## config.mk

```make
export PLATFORM = sky130hd
export DESIGN_NAME = lsu_req_arbiter
export DESIGN_NICKNAME = d
export VERILOG_FILES = /design/src/rtl/lsu_arb_pkg.sv /design/src/rtl/lsu_rr_picker.sv /design/src/rtl/lsu_req_arbiter.sv
export SDC_FILE = /design/constraint.sdc
export NUM_CORES = 1
export LEC_CHECK = 0
export CORE_MARGIN = 3
export CORE_UTILIZATION = 34
export DETAILED_ROUTE_END_ITERATION = 10
export PLACE_DENSITY = 0.74
export SYNTH_ARGS = -nofsm -noshare
export SYNTH_HDL_FRONTEND = slang
export SYNTH_SLANG_ARGS = --single-unit
```

## constraint.sdc

```tcl
create_clock -name clk_i -period 1.7 [get_ports clk_i]
set_input_delay 0.34 -clock clk_i [delete_from_list [all_inputs] [get_ports clk_i]]
set_output_delay 0.34 -clock clk_i [all_outputs]
set_load 0.01 [all_outputs]
```

## src/rtl/lsu_arb_pkg.sv

```systemverilog
`default_nettype none
// ============================================================================
// Module   : lsu_arb_pkg
// Purpose  : Shared types and helpers for the LSU request arbiter: request
//            struct layout and the rotating first-valid pick function.
// Config   : LSU_ARB_FAIR_EN selects round-robin in lsu_req_arbiter; this
//            package is the same for both builds.
// Revision : 1.0 - initial release
// ============================================================================
package lsu_arb_pkg;

  localparam int ADDR_W = 14;
  localparam int DATA_W = 16;

  // Widest requester vector the pick function handles.
  localparam int PICK_MAX = 8;

  typedef struct packed {
    logic              is_store;
    logic [ADDR_W-1:0] addr;
    logic [DATA_W-1:0] data;
  } lsu_req_t;

  // Returns the first index with valid set, searching upward from ptr and
  // wrapping at n-1 back to 0. Returns 0 when nothing is valid.
  function automatic int unsigned rr_pick(input logic [PICK_MAX-1:0] valid,
                                          input int unsigned         ptr,
                                          input int unsigned         n);
    int unsigned win;
    int unsigned idx;
    logic        found;
    win   = 0;
    found = 1'b0;
    for (int unsigned i = 0; i < PICK_MAX; i++) begin
      if (i < n) begin
        idx = (ptr + i) % n;
        if (!found && valid[idx[2:0]]) begin
          win   = idx;
          found = 1'b1;
        end
      end
    end
    return win;
  endfunction

endpackage
`default_nettype wire

```

## src/rtl/lsu_rr_picker.sv

```systemverilog
`default_nettype none
// ============================================================================
// Module   : lsu_rr_picker
// Purpose  : Combinational rotating-priority picker. Finds the first valid
//            requester at or after ptr and produces a one-hot grant gated by
//            enable. With ptr tied to zero it degenerates to fixed priority.
// Config   : behaviour selected by the caller through ptr (LSU_ARB_FAIR_EN
//            is resolved in lsu_req_arbiter).
// Revision : 1.0 - initial release
// ============================================================================
module lsu_rr_picker
  import lsu_arb_pkg::*;
#(
  parameter int NUM_REQ = 2,
  parameter int IDX_W   = 1
) (
  input  logic [NUM_REQ-1:0] valid,
  input  logic [IDX_W-1:0]   ptr,
  input  logic               enable,
  output logic [NUM_REQ-1:0] grant,
  output logic [IDX_W-1:0]   winner,
  output logic               any_valid
);

  localparam int unsigned NUM_REQ_U = NUM_REQ;

  // Rotate-and-search for the winning index.
  always_comb begin
    winner    = IDX_W'(rr_pick(PICK_MAX'(valid), 32'(ptr), NUM_REQ_U));
    any_valid = |valid;
  end

  // One-hot grant; an invalid winner (nothing valid) yields no grant.
  for (genvar i = 0; i < NUM_REQ; i++) begin : g_grant
    assign grant[i] = enable & valid[i] & (winner == IDX_W'(i));
  end

endmodule
`default_nettype wire

```

## src/rtl/lsu_req_arbiter.sv

```systemverilog
`default_nettype none
// ============================================================================
// Module   : lsu_req_arbiter
// Purpose  : Shares the single LSU request port among NUM_REQ requesters.
//            One winner per cycle is registered into a one-entry output
//            stage; outstanding LSU requests are limited by a credit counter;
//            flush drops the output stage and all credit.
// Config   : LSU_ARB_FAIR_EN defined   -> round-robin arbitration.
//            LSU_ARB_FAIR_EN undefined -> fixed priority, lowest index wins.
// Revision : 1.0 - initial release
// ============================================================================
module lsu_req_arbiter
  import lsu_arb_pkg::*;
#(
  parameter int NUM_REQ   = 2,
  parameter int MAX_OUTST = 4
) (
  input  logic                       clk_i,
  input  logic                       rst_ni,
  input  logic                       flush_i,
  input  logic [NUM_REQ-1:0]         req_valid_i,
  input  lsu_req_t [NUM_REQ-1:0]     req_i,
  output logic [NUM_REQ-1:0]         req_ready_o,
  output lsu_req_t                   lsu_req_o,
  output logic                       lsu_valid_o,
  input  logic                       lsu_ready_i,
  input  logic                       lsu_done_i,
  output logic [$clog2(NUM_REQ)-1:0] grant_id_o
);

  localparam int IDX_W = $clog2(NUM_REQ);
  localparam int CNT_W = $clog2(MAX_OUTST + 1);
  localparam int SUM_W = CNT_W + 1;

  logic               handshake;
  logic               stage_free;
  logic               credit_ok;
  logic               arb_ok;
  logic               accept;
  logic               done_ok;
  logic [CNT_W-1:0]   cnt;
  logic [IDX_W-1:0]   ptr_sel;
  logic [IDX_W-1:0]   winner;
  logic               any_valid;

  // Stage/credit qualification for a new grant this cycle. The request
  // leaving the stage on a handshake already consumes a credit, so it is
  // counted before comparing against the limit.
  always_comb begin
    handshake  = lsu_valid_o & lsu_ready_i;
    stage_free = ~lsu_valid_o | lsu_ready_i;
    credit_ok  = (({1'b0, cnt} + SUM_W'(handshake)) < SUM_W'(MAX_OUTST));
    arb_ok     = rst_ni & stage_free & credit_ok & ~flush_i;
    accept     = |(req_valid_i & req_ready_o);
    done_ok    = lsu_done_i & (cnt != '0);
  end

`ifdef LSU_ARB_FAIR_EN
  logic [IDX_W-1:0] rr_ptr;

  // Round-robin pointer: the slot after the last accepted requester.
  always_ff @(posedge clk_i) begin
    if (!rst_ni) begin
      rr_ptr <= '0;
    end else if (accept) begin
      rr_ptr <= (winner == IDX_W'(NUM_REQ - 1)) ? '0 : winner + 1'b1;
    end
  end

  assign ptr_sel = rr_ptr;
`else
  assign ptr_sel = '0;
`endif

  lsu_rr_picker #(
    .NUM_REQ (NUM_REQ),
    .IDX_W   (IDX_W)
  ) u_picker (
    .valid     (req_valid_i),
    .ptr       (ptr_sel),
    .enable    (arb_ok),
    .grant     (req_ready_o),
    .winner    (winner),
    .any_valid (any_valid)
  );

  // One-entry output stage; payload holds while waiting on the LSU.
  always_ff @(posedge clk_i) begin
    if (!rst_ni) begin
      lsu_valid_o <= 1'b0;
      lsu_req_o   <= '0;
      grant_id_o  <= '0;
    end else if (flush_i) begin
      lsu_valid_o <= 1'b0;
    end else if (accept && any_valid) begin
      lsu_req_o   <= req_i[winner];
      lsu_valid_o <= 1'b1;
      grant_id_o  <= winner;
    end else if (handshake) begin
      lsu_valid_o <= 1'b0;
    end
  end

  // Outstanding-request credit: up on handshake, down on retire.
  always_ff @(posedge clk_i) begin
    if (!rst_ni) begin
      cnt <= '0;
    end else if (flush_i) begin
      cnt <= '0;
    end else if (handshake && !done_ok) begin
      cnt <= cnt + 1'b1;
    end else if (!handshake && done_ok) begin
      cnt <= cnt - 1'b1;
    end
  end

endmodule
`default_nettype wire

```

-- Word-level counts from Yosys, hierarchy flattened
Cells that the tools add are included.
- reductions and logical operators: 14
- order comparisons: 2
- bitwise operators: 15
- mux-type cells: 8
- $add $sub $neg: 3
- operators by type and width (kind ; number):
    $mux W31 ; 2
    $and A1 B1 Y1 ; 9
    $mux W3 ; 2
    $reduce_or A2 Y1 ; 3
    $add A3 B1 Y4 ; 1
    $logic_and A1 B1 Y1 ; 4
    $lt A4 B3 Y1 const B ; 1
    $mux W1 ; 4
    $not A1 Y1 ; 4
    $reduce_bool A2 Y1 ; 2
    $add A3 B1 Y3 const B ; 1
    $logic_not A1 Y1 ; 3
    $reduce_bool A3 Y1 ; 1
    $sub A3 B1 Y3 const B ; 1
    $and A2 B2 Y2 ; 1
    $lt A1 B2 Y1 const B ; 1
    $reduce_and A2 Y1 ; 1
    $or A1 B1 Y1 ; 1
- register bits: 36
- input port bits: 69
- logic and storage cells: 48

-- Longest topological paths before layout
- depth in word-level cells: 11
- depth in mapped cells: 7
- depth with buffers taken out: 7

-- Hierarchy
From an unflattened synthesis, not the netlist that was laid out.
- cell total of the unflattened synthesis: 182
- area, all modules: 1828.0 um2
- by module, submodules not included (module ; cells each ; area an instance (um2) ; sequential area each (um2) ; instances):
    lsu_req_arbiter ; 176 ; 1794.2 ; 720.7 ; 1
    lsu_rr_picker ; 6 ; 33.8 ; 0.0 ; 1

-- Least setup slack after synthesis
No wires, ideal clock.
- path type: register to register
- start: register cnt[0]
- end: register cnt[2]
- buffers on the path: 0
- data arrival time: 1746 ps
- slack: -116 ps
- library setup time: 70 ps
- data required time: 1630 ps
- stages on the path, launching flop included: 8
- path through: dfxtp_1 -> o31ai_1 -> ha_1 -> inv_1 -> fa_1 -> xor2_1 -> or3_1 -> a21oi_1
- longest elaborated chain between the ends: 5
- ends and longest elaborated chain (element ; RTL line ; text):
    start, declared ; lsu_req_arbiter.sv:41 ; logic [CNT_W-1:0] cnt;
    start signal, assigned ; lsu_req_arbiter.sv:111 ; cnt <= cnt + 1'b1;
    start signal, assigned ; lsu_req_arbiter.sv:113 ; cnt <= cnt - 1'b1;
    parallel branches: the longest is 5 deep, another holds $sub A3 B1 Y3 ; - ;
Parallel ways; which one is timed is not known. The select of a mux whose other input is x is not followed.
A chain may end at the register's enable or synchronous reset.

-- Worst setup path after layout
Ends and elaborated chain as after synthesis.

==> impl_metrics.yaml <==
run_status:
  run_status: "complete, but fails checks"
  violations_in_the_final_reports: "setup timing"
global_routing:
  overflow: 0
  global_route_usage_over_all_layers_pct: 15.5
  grt_antenna_before_repair: 0
  grt_pass1_wl_um: 7620
  grt_start_max_net_pins: 34
  grt_pass1_vias: 1663
final_layout:
  final_design_area_no_fill_um2: 3150
  stdcell_count: 357
  seqCellArea_um2: 728
  multiInputGateArea_um2: 1020
  fill_cells: 432
  final_nets: 360
  share_of_layout_cells_above_drive_strength_1_pct: 14.8
  area_growth_syn_to_layout_pct: 76.8
  insertedDiodeCount: 0
  postLayoutCoreUtil_pct: 64.5
sta:
  min_period_over_period_pct: 110
  period_needed_ns: 1.87
  final_hold_viol_count: 0
  finalClockSkew_ns: 0.00384
  slew_headroom_pct: 77.1
  postLayoutSetupSlackWorst_ns: -0.166
  clock.fmax_mhz: 536
  timing.final.max_slew_violations: 0
  grt_setup_unrepaired: "true"
  max_slew.worst_pin.slew_ns: 0.344
  final-setup-viol-count: 3
die:
  chipHeight_um: 78.4
  floorplan.die.width_um: 78.4
  start_util_pct: 36.5
  placementRows: 25
  die_area_um2: 6140
  core_um2: 4880
  io_pins: 104
synth:
  post_synth_num_cell_types: 26
  yosysSeqAreaShare_pct: 40.5
  synth.top_cells.by_area: "sky130_fd_sc_hd__dfxtp_1 40%, sky130_fd_sc_hd__mux2i_1 35%, sky130_fd_sc_hd__nand2_1 6.7%"
  synth_cells: 170
  net_count_synth: 241
  yosys.area.top_type: "sky130_fd_sc_hd__dfxtp_1"
  netlist.area_leader.share_pct: 40.5
  synth_seq_cells: 36
  syn_area_per_cell_um2: 10.5
  netlist_area_um2: 1780
  ys.warnings.count: 0
clock_network:
  cts_buffers: 5
  cts.reportedPaths.clkPinSlew_ns: 0.07
  cts.path.max_buffers: 2
  clock-root-buffer: "sky130_fd_sc_hd__clkbuf_8"
  cts.sinks: 36
  tritoncts: "done"
  post_cts_hold_buffer_count: 0
  htree_levels: 2
  clock_insertion_delay_worst_skew_ns: 0.28
placed_design:
  gp_routability_congestion: 0.805
  port-buffer-count: 103
  dpl-instance-area_um2: 2990
  numPlacedInstances: 346
  dp_hpwl_um: 3610
routing:
  dr.pass1.iters: 4
  route.detailed.wl_per_inst_um: 12.9
  wire_length_reported_by_the_detailed_router_um: 4620
  dr_total_vias: 1643
  post_drt_via_cell_ratio: 4.60
  drtIter0Drc: 38
  antenna_violating_nets_post_route: 0
  drt_drc_violations_left: 0
power:
  pleak_uw: 0.00140
  power_per_cell_area_nw_per_um2: 687
  vdd.ir_drop.worst_mv: 0.336
worst_setup_path:
  setup.worst_path.start: "cnt[0]"
  cp.arrival_ns: 2.08
  timing_worst_setup_path_type: "reg -> reg"
  critical_path_peak_fanout: 2
  timing.rr.start: "cnt[0]"
  cp-start-kind: "flop"
  worstPathRequired_ns: 1.91
  worst_setup_path_end_kind: "flop"
worst_hold_path:
  min-delay-path-class: "reg -> reg"
  timing.hold.worst.start: "lsu_req_o[29]"
flow_run:
  maxCapViolations: 0
worst paths after layout:
path,endpoint,slack [ns],cells past startpoint
worst min-delay path,lsu_req_o[29],0.46,2
worst max-delay path,cnt[2],-0.17,8
worst max register to register,cnt[2],-0.17,8
worst min register to register,lsu_req_o[29],0.46,2
cells by family after synthesis:
family	share of synthesized area [%]
fa+ha+maj	1.83
xor+xnor	0.984
compound gates	2.60
mux	35.4
flops	40.5
simple gates	13.4
buf+inv	5.27
final cells by class:
| type | instances | area share [%] |
|---|---|---|
| Tap cell | 67 | 2.66 |
| Inverter | 1 | 0.119 |
| Multi-Input combinational cell | 122 | 32.5 |
| Clock buffer | 8 | 2.86 |
| Sequential cell | 36 | 23.1 |
| Timing Repair Buffer | 123 | 38.8 |
synthesized netlist by cell type:
cell type,n
sky130_fd_sc_hd__dfxtp_1,36
sky130_fd_sc_hd__nand2b_2,1
sky130_fd_sc_hd__o21ai_0,1
sky130_fd_sc_hd__nor2b_1,3
sky130_fd_sc_hd__nor2_1,3
sky130_fd_sc_hd__buf_4,3
sky130_fd_sc_hd__ha_1,1
sky130_fd_sc_hd__nand2_1,32
sky130_fd_sc_hd__and2_1,3
sky130_fd_sc_hd__clkbuf_1,3
sky130_fd_sc_hd__nand2b_1,1
sky130_fd_sc_hd__fa_1,1
sky130_fd_sc_hd__a22oi_1,1
sky130_fd_sc_hd__mux2i_1,63
sky130_fd_sc_hd__or3_1,1
sky130_fd_sc_hd__nand4_4,1
sky130_fd_sc_hd__nand4_1,1
sky130_fd_sc_hd__o31ai_1,1
sky130_fd_sc_hd__nand3_1,1
sky130_fd_sc_hd__inv_1,1
sky130_fd_sc_hd__xor2_1,2
sky130_fd_sc_hd__a21oi_1,2
sky130_fd_sc_hd__and2b_1,1
sky130_fd_sc_hd__buf_6,5
sky130_fd_sc_hd__o21ba_4,1
sky130_fd_sc_hd__nor4b_1,1
through the flow:
step                setup TNS, ns  hold WS (ns)  setup WS (ns)  power (uW)
finish                     -0.269         0.458         -0.166        2160
global placement           -11.95         0.444         -0.689        1550
floorplan                 -0.0523         0.452        -0.0523        1200
CTS                        -0.300         0.461         -0.191        2190
detailed placement         -12.65         0.450         -0.754        1560
global route               -0.493         0.479         -0.257        2290
what timing repair did:
action,CTS,global route
pin swaps,3,2
setup buffers,2,1
setup endpoints to repair,35,3
resized for setup,26,0
power by group:
part | switching (uW) | total (uW) | internal [uW]
clock | 284 | 614 | 330
combinational | 212 | 602 | 390
sequential | 33.4 | 946 | 912
total | 529 | 2160 | 1630
state kept, by name, summed over array words and instances, names as in the netlist:
register / flops
cnt: 3
grant_id_o: 1
lsu_req_o: 31
lsu_valid_o: 1
metal layers:
layer / wire length (um) / up-vias / GRT usage, % / part of all wire, %
li1: - / 825 / - / -
met1: 1890 / 757 / 18.2 / 41
met2: 2350 / 57 / 26.8 / 51
met3: 352 / 4 / 5.62 / 7.6
met4: 23 / 0 / 3.67 / 0.50
met5: 0 / - / 0 / 0
cell usage in the layout (no fill, tap or decap), drive strengths merged, types with 2 or more instances in the layout:
cell,instances
and2,3
a21oi,2
buf,22
nand4,2
clkbuf,8
mux2i,63
dfxtp,36
nor2,3
clkdlybuf4s50,98
nand2b,2
nand2,32
xor2,2
dlygate4sd2,2
nor2b,3
worst max-delay path, stage by stage (launching register included):
cell and delay (ns):
sky130_fd_sc_hd__dfxtp_2 0.33, sky130_fd_sc_hd__buf_6 0.11, sky130_fd_sc_hd__o31ai_4 0.17, sky130_fd_sc_hd__ha_2 0.22
sky130_fd_sc_hd__inv_2 0.04, sky130_fd_sc_hd__fa_2 0.33, sky130_fd_sc_hd__xor2_1 0.15, sky130_fd_sc_hd__or3_1 0.32
sky130_fd_sc_hd__a21oi_1 0.13
(Power assumes the default switching activity.)
